--- src/rtl/match_if.sv ---
// Game-side and overlay-side signals of the match controller, bundled as one port.
// The master modport is the controller; the slave modport is the game/overlay side.
interface match_if;
    logic       start_btn;
    logic [1:0] finish;
    logic [3:0] p1_health;
    logic [3:0] p2_health;
    logic       game_reset;
    logic [2:0] state;
    logic [1:0] countdown;
    logic [6:0] round_timer;
    logic [2:0] round_num;
    logic [1:0] p1_rounds;
    logic [1:0] p2_rounds;
    logic [1:0] round_winner;
    logic [1:0] match_winner;

    modport master (
        input  start_btn, finish, p1_health, p2_health,
        output game_reset, state, countdown, round_timer, round_num,
               p1_rounds, p2_rounds, round_winner, match_winner
    );

    modport slave (
        output start_btn, finish, p1_health, p2_health,
        input  game_reset, state, countdown, round_timer, round_num,
               p1_rounds, p2_rounds, round_winner, match_winner
    );
endinterface

--- src/rtl/match_controller.sv ---
// Best-of-N match sequencer around the game block; every output is registered and
// reacts one clk after the causing input. There is no backpressure: all inputs are sampled every cycle.
module match_controller #(
    parameter int TICKS_PER_SEC = 100_000_000,
    parameter int COUNTDOWN_SEC = 3,
    parameter int ROUND_SEC     = 60,
    parameter int END_HOLD_SEC  = 2,
    parameter int ROUNDS_TO_WIN = 2
) (
    input  logic    clk,
    input  logic    reset,
    match_if.master bus
);
    localparam int TW = (TICKS_PER_SEC > 1) ? $clog2(TICKS_PER_SEC) : 1;
    localparam int HW = $clog2(END_HOLD_SEC + 1);

    localparam logic [TW-1:0] TICK_LAST  = TW'(TICKS_PER_SEC - 1);
    localparam logic [1:0]    CD_LOAD    = 2'(COUNTDOWN_SEC);
    localparam logic [6:0]    RT_LOAD    = 7'(ROUND_SEC);
    localparam logic [HW-1:0] HOLD_LOAD  = HW'(END_HOLD_SEC);
    localparam logic [1:0]    WIN_SCORE  = 2'(ROUNDS_TO_WIN);

    typedef enum logic [2:0] {
        IDLE      = 3'd0,
        COUNTDOWN = 3'd1,
        FIGHT     = 3'd2,
        ROUND_END = 3'd3,
        MATCH_END = 3'd4
    } state_t;

    state_t        st;
    logic          start_prev;
    logic [TW-1:0] tick_cnt;
    logic [HW-1:0] hold_cnt;
    logic          game_reset_q;
    logic [1:0]    countdown_q;
    logic [6:0]    round_timer_q;
    logic [2:0]    round_num_q;
    logic [1:0]    p1_rounds_q;
    logic [1:0]    p2_rounds_q;
    logic [1:0]    round_winner_q;
    logic [1:0]    match_winner_q;

    logic start_rise;
    logic sec_tick;

    // start_prev resets high so a button held through reset is not seen as a press.
    assign start_rise = bus.start_btn & ~start_prev;
    assign sec_tick   = (tick_cnt == TICK_LAST);

    always_ff @(posedge clk or negedge reset) begin
        if (!reset) begin
            st             <= IDLE;
            start_prev     <= 1'b1;
            tick_cnt       <= '0;
            hold_cnt       <= '0;
            game_reset_q   <= 1'b0;
            countdown_q    <= 2'd0;
            round_timer_q  <= 7'd0;
            round_num_q    <= 3'd0;
            p1_rounds_q    <= 2'd0;
            p2_rounds_q    <= 2'd0;
            round_winner_q <= 2'd0;
            match_winner_q <= 2'd0;
        end else begin
            start_prev <= bus.start_btn;
            tick_cnt   <= sec_tick ? '0 : tick_cnt + TW'(1);

            case (st)
                IDLE, MATCH_END: begin
                    if (start_rise) begin
                        st             <= COUNTDOWN;
                        tick_cnt       <= '0;
                        game_reset_q   <= 1'b0;
                        countdown_q    <= CD_LOAD;
                        round_num_q    <= 3'd1;
                        p1_rounds_q    <= 2'd0;
                        p2_rounds_q    <= 2'd0;
                        round_winner_q <= 2'd0;
                        match_winner_q <= 2'd0;
                    end
                end

                COUNTDOWN: begin
                    if (sec_tick) begin
                        if (countdown_q == 2'd1) begin
                            st            <= FIGHT;
                            tick_cnt      <= '0;
                            game_reset_q  <= 1'b1;
                            countdown_q   <= 2'd0;
                            round_timer_q <= RT_LOAD;
                        end else begin
                            countdown_q <= countdown_q - 2'd1;
                        end
                    end
                end

                FIGHT: begin
                    // A KO outranks a timeout landing on the same edge; health is then ignored.
                    if (bus.finish[0]) begin
                        st             <= ROUND_END;
                        tick_cnt       <= '0;
                        hold_cnt       <= HOLD_LOAD;
                        round_winner_q <= bus.finish;
                        if (bus.finish[1]) begin
                            p2_rounds_q <= p2_rounds_q + 2'd1;
                        end else begin
                            p1_rounds_q <= p1_rounds_q + 2'd1;
                        end
                    end else if (sec_tick) begin
                        if (round_timer_q == 7'd1) begin
                            st            <= ROUND_END;
                            tick_cnt      <= '0;
                            hold_cnt      <= HOLD_LOAD;
                            round_timer_q <= 7'd0;
                            if (bus.p1_health > bus.p2_health) begin
                                round_winner_q <= 2'b01;
                                p1_rounds_q    <= p1_rounds_q + 2'd1;
                            end else if (bus.p2_health > bus.p1_health) begin
                                round_winner_q <= 2'b11;
                                p2_rounds_q    <= p2_rounds_q + 2'd1;
                            end else begin
                                round_winner_q <= 2'b00;
                            end
                        end else begin
                            round_timer_q <= round_timer_q - 7'd1;
                        end
                    end
                end

                ROUND_END: begin
                    if (sec_tick) begin
                        if (hold_cnt == HW'(1)) begin
                            tick_cnt <= '0;
                            if (p1_rounds_q == WIN_SCORE) begin
                                st             <= MATCH_END;
                                match_winner_q <= 2'b01;
                            end else if (p2_rounds_q == WIN_SCORE) begin
                                st             <= MATCH_END;
                                match_winner_q <= 2'b11;
                            end else begin
                                st           <= COUNTDOWN;
                                game_reset_q <= 1'b0;
                                countdown_q  <= CD_LOAD;
                                round_num_q  <= (round_num_q == 3'd7) ? 3'd7 : round_num_q + 3'd1;
                            end
                        end else begin
                            hold_cnt <= hold_cnt - HW'(1);
                        end
                    end
                end

                default: begin
                    st           <= IDLE;
                    game_reset_q <= 1'b0;
                end
            endcase
        end
    end

    assign bus.state        = st;
    assign bus.game_reset   = game_reset_q;
    assign bus.countdown    = countdown_q;
    assign bus.round_timer  = round_timer_q;
    assign bus.round_num    = round_num_q;
    assign bus.p1_rounds    = p1_rounds_q;
    assign bus.p2_rounds    = p2_rounds_q;
    assign bus.round_winner = round_winner_q;
    assign bus.match_winner = match_winner_q;

endmodule

--- src/flat_wrapper.sv ---
// flat-port wrapper written by rule: the top's interface ports become plain ports
module match_controller_flat 
#(
    parameter int TICKS_PER_SEC = 100_000_000,
    parameter int COUNTDOWN_SEC = 3,
    parameter int ROUND_SEC     = 60,
    parameter int END_HOLD_SEC  = 2,
    parameter int ROUNDS_TO_WIN = 2
)
  (clk, reset, bus_start_btn, bus_finish, bus_p1_health, bus_p2_health, bus_game_reset, bus_state, bus_countdown, bus_round_timer, bus_round_num, bus_p1_rounds, bus_p2_rounds, bus_round_winner, bus_match_winner);
  match_if bus_i ();
  input  logic clk;
  input  logic reset;
  input wire logic [$bits(bus_i.start_btn)-1:0] bus_start_btn;
  input wire logic [$bits(bus_i.finish)-1:0] bus_finish;
  input wire logic [$bits(bus_i.p1_health)-1:0] bus_p1_health;
  input wire logic [$bits(bus_i.p2_health)-1:0] bus_p2_health;
  output wire logic [$bits(bus_i.game_reset)-1:0] bus_game_reset;
  output wire logic [$bits(bus_i.state)-1:0] bus_state;
  output wire logic [$bits(bus_i.countdown)-1:0] bus_countdown;
  output wire logic [$bits(bus_i.round_timer)-1:0] bus_round_timer;
  output wire logic [$bits(bus_i.round_num)-1:0] bus_round_num;
  output wire logic [$bits(bus_i.p1_rounds)-1:0] bus_p1_rounds;
  output wire logic [$bits(bus_i.p2_rounds)-1:0] bus_p2_rounds;
  output wire logic [$bits(bus_i.round_winner)-1:0] bus_round_winner;
  output wire logic [$bits(bus_i.match_winner)-1:0] bus_match_winner;
  assign bus_i.start_btn = bus_start_btn;
  assign bus_i.finish = bus_finish;
  assign bus_i.p1_health = bus_p1_health;
  assign bus_i.p2_health = bus_p2_health;
  assign bus_game_reset = bus_i.game_reset;
  assign bus_state = bus_i.state;
  assign bus_countdown = bus_i.countdown;
  assign bus_round_timer = bus_i.round_timer;
  assign bus_round_num = bus_i.round_num;
  assign bus_p1_rounds = bus_i.p1_rounds;
  assign bus_p2_rounds = bus_i.p2_rounds;
  assign bus_round_winner = bus_i.round_winner;
  assign bus_match_winner = bus_i.match_winner;
  match_controller #(.TICKS_PER_SEC(TICKS_PER_SEC), .COUNTDOWN_SEC(COUNTDOWN_SEC), .ROUND_SEC(ROUND_SEC), .END_HOLD_SEC(END_HOLD_SEC), .ROUNDS_TO_WIN(ROUNDS_TO_WIN)) u_core (.clk(clk), .reset(reset), .bus(bus_i));
endmodule
--- config.mk ---
export PLATFORM = sky130hd
export DESIGN_NAME = match_controller_flat
export DESIGN_NICKNAME = d
export VERILOG_FILES = /design/src/rtl/match_if.sv /design/src/rtl/match_controller.sv /design/src/flat_wrapper.sv
export SDC_FILE = /design/constraint.sdc
export NUM_CORES = 1
export LEC_CHECK = 0
export ABC_AREA = 1
export CORE_ASPECT_RATIO = 0.8
export CORE_MARGIN = 2
export CORE_UTILIZATION = 40
export CTS_CLUSTER_SIZE = 30
export DETAILED_ROUTE_END_ITERATION = 8
export PLACE_DENSITY = 0.7
export SYNTH_ARGS = -nofsm -noshare
export SYNTH_HDL_FRONTEND = slang
export SYNTH_SLANG_ARGS = --single-unit
export TNS_END_PERCENT = 30
--- constraint.sdc ---
create_clock -name clk -period 1.56 [get_ports clk]
set_input_delay 0.234 -clock clk [delete_from_list [all_inputs] [get_ports clk]]
set_output_delay 0.234 -clock clk [all_outputs]
set_load 0.01 [all_outputs]
==> impl_results.md <==
* Status: finished with violations
* Failing checks: negative setup slack
* WS Path Type: flop to flop
* DP HPWL at 6280 um
* Synth cell types at 33
* DIE AREA at 8870 um^2
* Longest Clk Path Bufs at 2
* DR WL/cell at 12.7 um
* Initial antenna violation count at 0
* Placed cell area at 4310 um^2
* Slowest CP cell: dfrtp_1
* Final Hold Viols at 0
* Sequential area share after synthesis at 0.416
* Syn Area/Cell at 7.52 um^2
* Crit path DAT at 1.91 ns
* Max Slew Vio Count at 0
* # diodes at 0
* Pwr Total at 2.34 mW
* P_leak at 2.24 nW
* Cts bufs inserted at 5
* Synth top area share at 0.408
* Max-cap violation count at 0
* Hold Path Stages at 1
* CTS tree: done
* Final setup vio count at 45
* Max Fclk at 589 MHz
* Cell count of the worst reg-to-reg path at 10
* Initial Util at 0.411
* Vias in the first global route at 3258
* Cell Rows at 29
* Routed vias at 3190
* Die width at 105 um
* Final ANT Viol Nets at 0
* Post-route clock skew at 0.0208 ns
* Design area at 4650 um^2
* Peak supply drop at 371 uV
* Post-route clock period utilization at 1.09
* Rel. slew slack at 0.661
* DRT Wirelength at 8460 um
* Hold endpoint: u_core.start_prev$_DFF_PN1_
* DP Worst Slack at -0.405 ns
* #FFs+latches synth at 54
* Global-route wire length before repair at 14700 um
* Critical Path Fanout Max at 5
* Clock root cell: clkbuf_8
* Max stage delay on crit path at 0.37 ns
* Ys async rst share at 1.00
* Reg2Reg Capture Point: u_core.tick_cnt[20]$_DFF_PN0_
* Routability Congestion at 0.871
* Syn Nets at 457
* Worst Slack Setup Final at -0.137 ns
* Layout cells sized above 1 at 0.312
* Number of synthesized flops with an enable pin at 0
* Largest net degree at the start of global routing at 24
* Reg2reg setup slack at -0.14 ns
* Synthesized area at 3250 um^2
* Most common cell in the netlist: nand2_1
* Syn-to-layout area delta at 43.2%
* Iter 0 DRT Violations at 181
* Worst setup EP type: flop
* I/O pins at 37
* H-tree depth at 2
* # port buffers at 36
* Syn. warnings at 0
* Req. time, crit path at 1.77 ns
* Worst hold path class: input pin to flop
* Worst-path clk slew at 0.12 ns
* Worst r2r src: u_core.tick_cnt[1]$_DFF_PN0_
* Worst-Skew Late Latency at 0.32 ns
* # DRC at 0
* Hold Crit Start: bus_start_btn
* 1st-pass router iterations at 5
* GRT Util Overall at 0.204
* Core area at 7910 um^2
* Tmin final at 1.70 ns
* RSZ-0062 raised after global routing: yes
* Cells after Synth at 432
* Clk sinks at 54
* Crit-path cells: ha_2 -> nand2_2 -> nor2_4 -> nand2_4 -> buf_4 -> nor3_4 -> nand2_2 -> buf_4 -> xor2_1 -> nor2_1
* Synth Flop Type: dfrtp_1
* Fillcell total at 725
* Final #Nets at 581
* Gr ovfl total at 0
* Die height at 84.6 um
* Dominant cell type by area after synthesis: dfrtp_1
* Power Density at 503 nW/um^2
* Vias per cell at 4.80
* Worst Tran Pin Value at 0.509 ns
* Synth top cells by count: 101 x nand2_1, 64 x nor2_1, 53 x dfrtp_1
* Synth area leaders: dfrtp_1 41%, nand2_1 12%, nor2_1 7.4%
* Crit path launch type: flop
==> per-layer routing <==
layer / global-route usage / routed length [um] / vias to the layer above
li1: - / - / 1611
met1: 0.271 / 3920 / 1496
met2: 0.337 / 3990 / 73
met3: 0.0411 / 445 / 10
met4: 0.0618 / 99 / 0
met5: 0 / 0 / -
==> flip-flops by register name, summed over array words and instances, names as in the netlist <==
| register | count |
|---|---|
| u_core.hold_cnt | 2 |
| u_core.bus.p2_rounds | 2 |
| u_core.bus.match_winner | 2 |
| u_core.bus.round_winner | 2 |
| u_core.bus.game_reset | 1 |
| u_core.bus.round_timer | 7 |
| u_core.bus.countdown | 2 |
| u_core.bus.round_num | 3 |
| u_core.tick_cnt | 27 |
| u_core.bus.state | 3 |
| u_core.start_prev | 1 |
| u_core.bus.p1_rounds | 2 |
==> metrics by stage <==
stage	TNS, ns	cells	hold slack, ns	util
3_3_place_gp	-6.49	649	0.229	0.545
2_1_floorplan	-0.0158	432	-0.0616	-
4_1_cts	-3.66	664	0.336	0.573
5_1_grt	-9.03	665	0.341	0.588
6_report	-3.26	665	0.334	0.588
3_5_place_dp	-8.15	649	0.227	0.545
==> kinds of logic (layout without fill, tap and decap cells) <==
kind of cell / count (synthesis) / count (layout) / synth area share
and+or+nand+nor: 240 / 241 / 0.342
buffers and inverters: 62 / 186 / 0.0782
DFF: 54 / 54 / 0.416
AOI/OAI and AO/OA: 52 / 52 / 0.0855
adders and majority gates: 12 / 12 / 0.0462
xor gates and xnor gates: 12 / 12 / 0.0323
==> power by group <==
part	internal, mW	switching (mW)
Sequential	1.40	0.000296
Clock	0.317	0.504
Combinational	0.0544	0.0605
==> critical path, delay by kind of cell (launching register included) <==
family	cells	cell delay, ns
simple gates	6	0.59
flops	1	0.37
fa+ha+maj	1	0.19
buf+inv	2	0.32
xor+xnor	1	0.13
==> placed cells by master, fill, tap and decap left out, types with 6 or more instances in the layout <==
cell type / n
nand2_1: 89
buf_4: 80
nor2_1: 56
dfrtp_1: 51
inv_1: 46
nand3_1: 23
clkdlybuf4s50_1: 22
nand2_2: 16
o21ai_1: 16
o21ai_0: 16
a21oi_1: 13
inv_2: 11
nor2_2: 10
ha_1: 10
nor2_4: 9
nor3_1: 9
xor2_1: 9
dlygate4sd2_1: 9
nand2_4: 6
==> what timing repair did <==
action                     CTS  global route
cloned                       2             0
hold buffers                 1             0
hold endpoints to repair    15             0
pin swaps                   16             7
gates resized for setup     39            34
setup endpoints to repair   62            56
setup buffers                4             1
==> worst max path at each step <==
| stage | from | end | slack (ns) | depth (start not counted) |
|---|---|---|---|---|
| 2_1_floorplan | u_core.tick_cnt[0]$_DFF_PN0_ | u_core.bus.round_timer[0]$_DFFE_PN0P_ | -0.009 | 11 |
| 3_3_place_gp | bus_p2_health[1] | u_core.bus.p1_rounds[0]$_DFFE_PN0P_ | -0.30 | 12 |
| 3_5_place_dp | bus_p2_health[1] | u_core.bus.p1_rounds[0]$_DFFE_PN0P_ | -0.41 | 12 |
| 4_1_cts | u_core.tick_cnt[0]$_DFF_PN0_ | u_core.tick_cnt[22]$_DFF_PN0_ | -0.12 | 9 |
| 5_1_grt | u_core.tick_cnt[1]$_DFF_PN0_ | u_core.tick_cnt[24]$_DFF_PN0_ | -0.24 | 11 |
| 6_report | u_core.tick_cnt[1]$_DFF_PN0_ | u_core.tick_cnt[20]$_DFF_PN0_ | -0.14 | 10 |
==> final cells by class <==
| class | count | area (um^2) | share of cell area |
|---|---|---|---|
| multi-input cells | 317 | 1850 | 0.398 |
| repair buffers | 119 | 995 | 0.214 |
| flip-flops and latches | 54 | 1360 | 0.291 |
| clock inverters | 3 | 21.3 | 0.00457 |
| well taps | 108 | 135 | 0.0290 |
| inverters | 59 | 226 | 0.0487 |
| clock buffers | 5 | 68.8 | 0.0148 |
No activity file was read; power rests on OpenSTA's default activity.
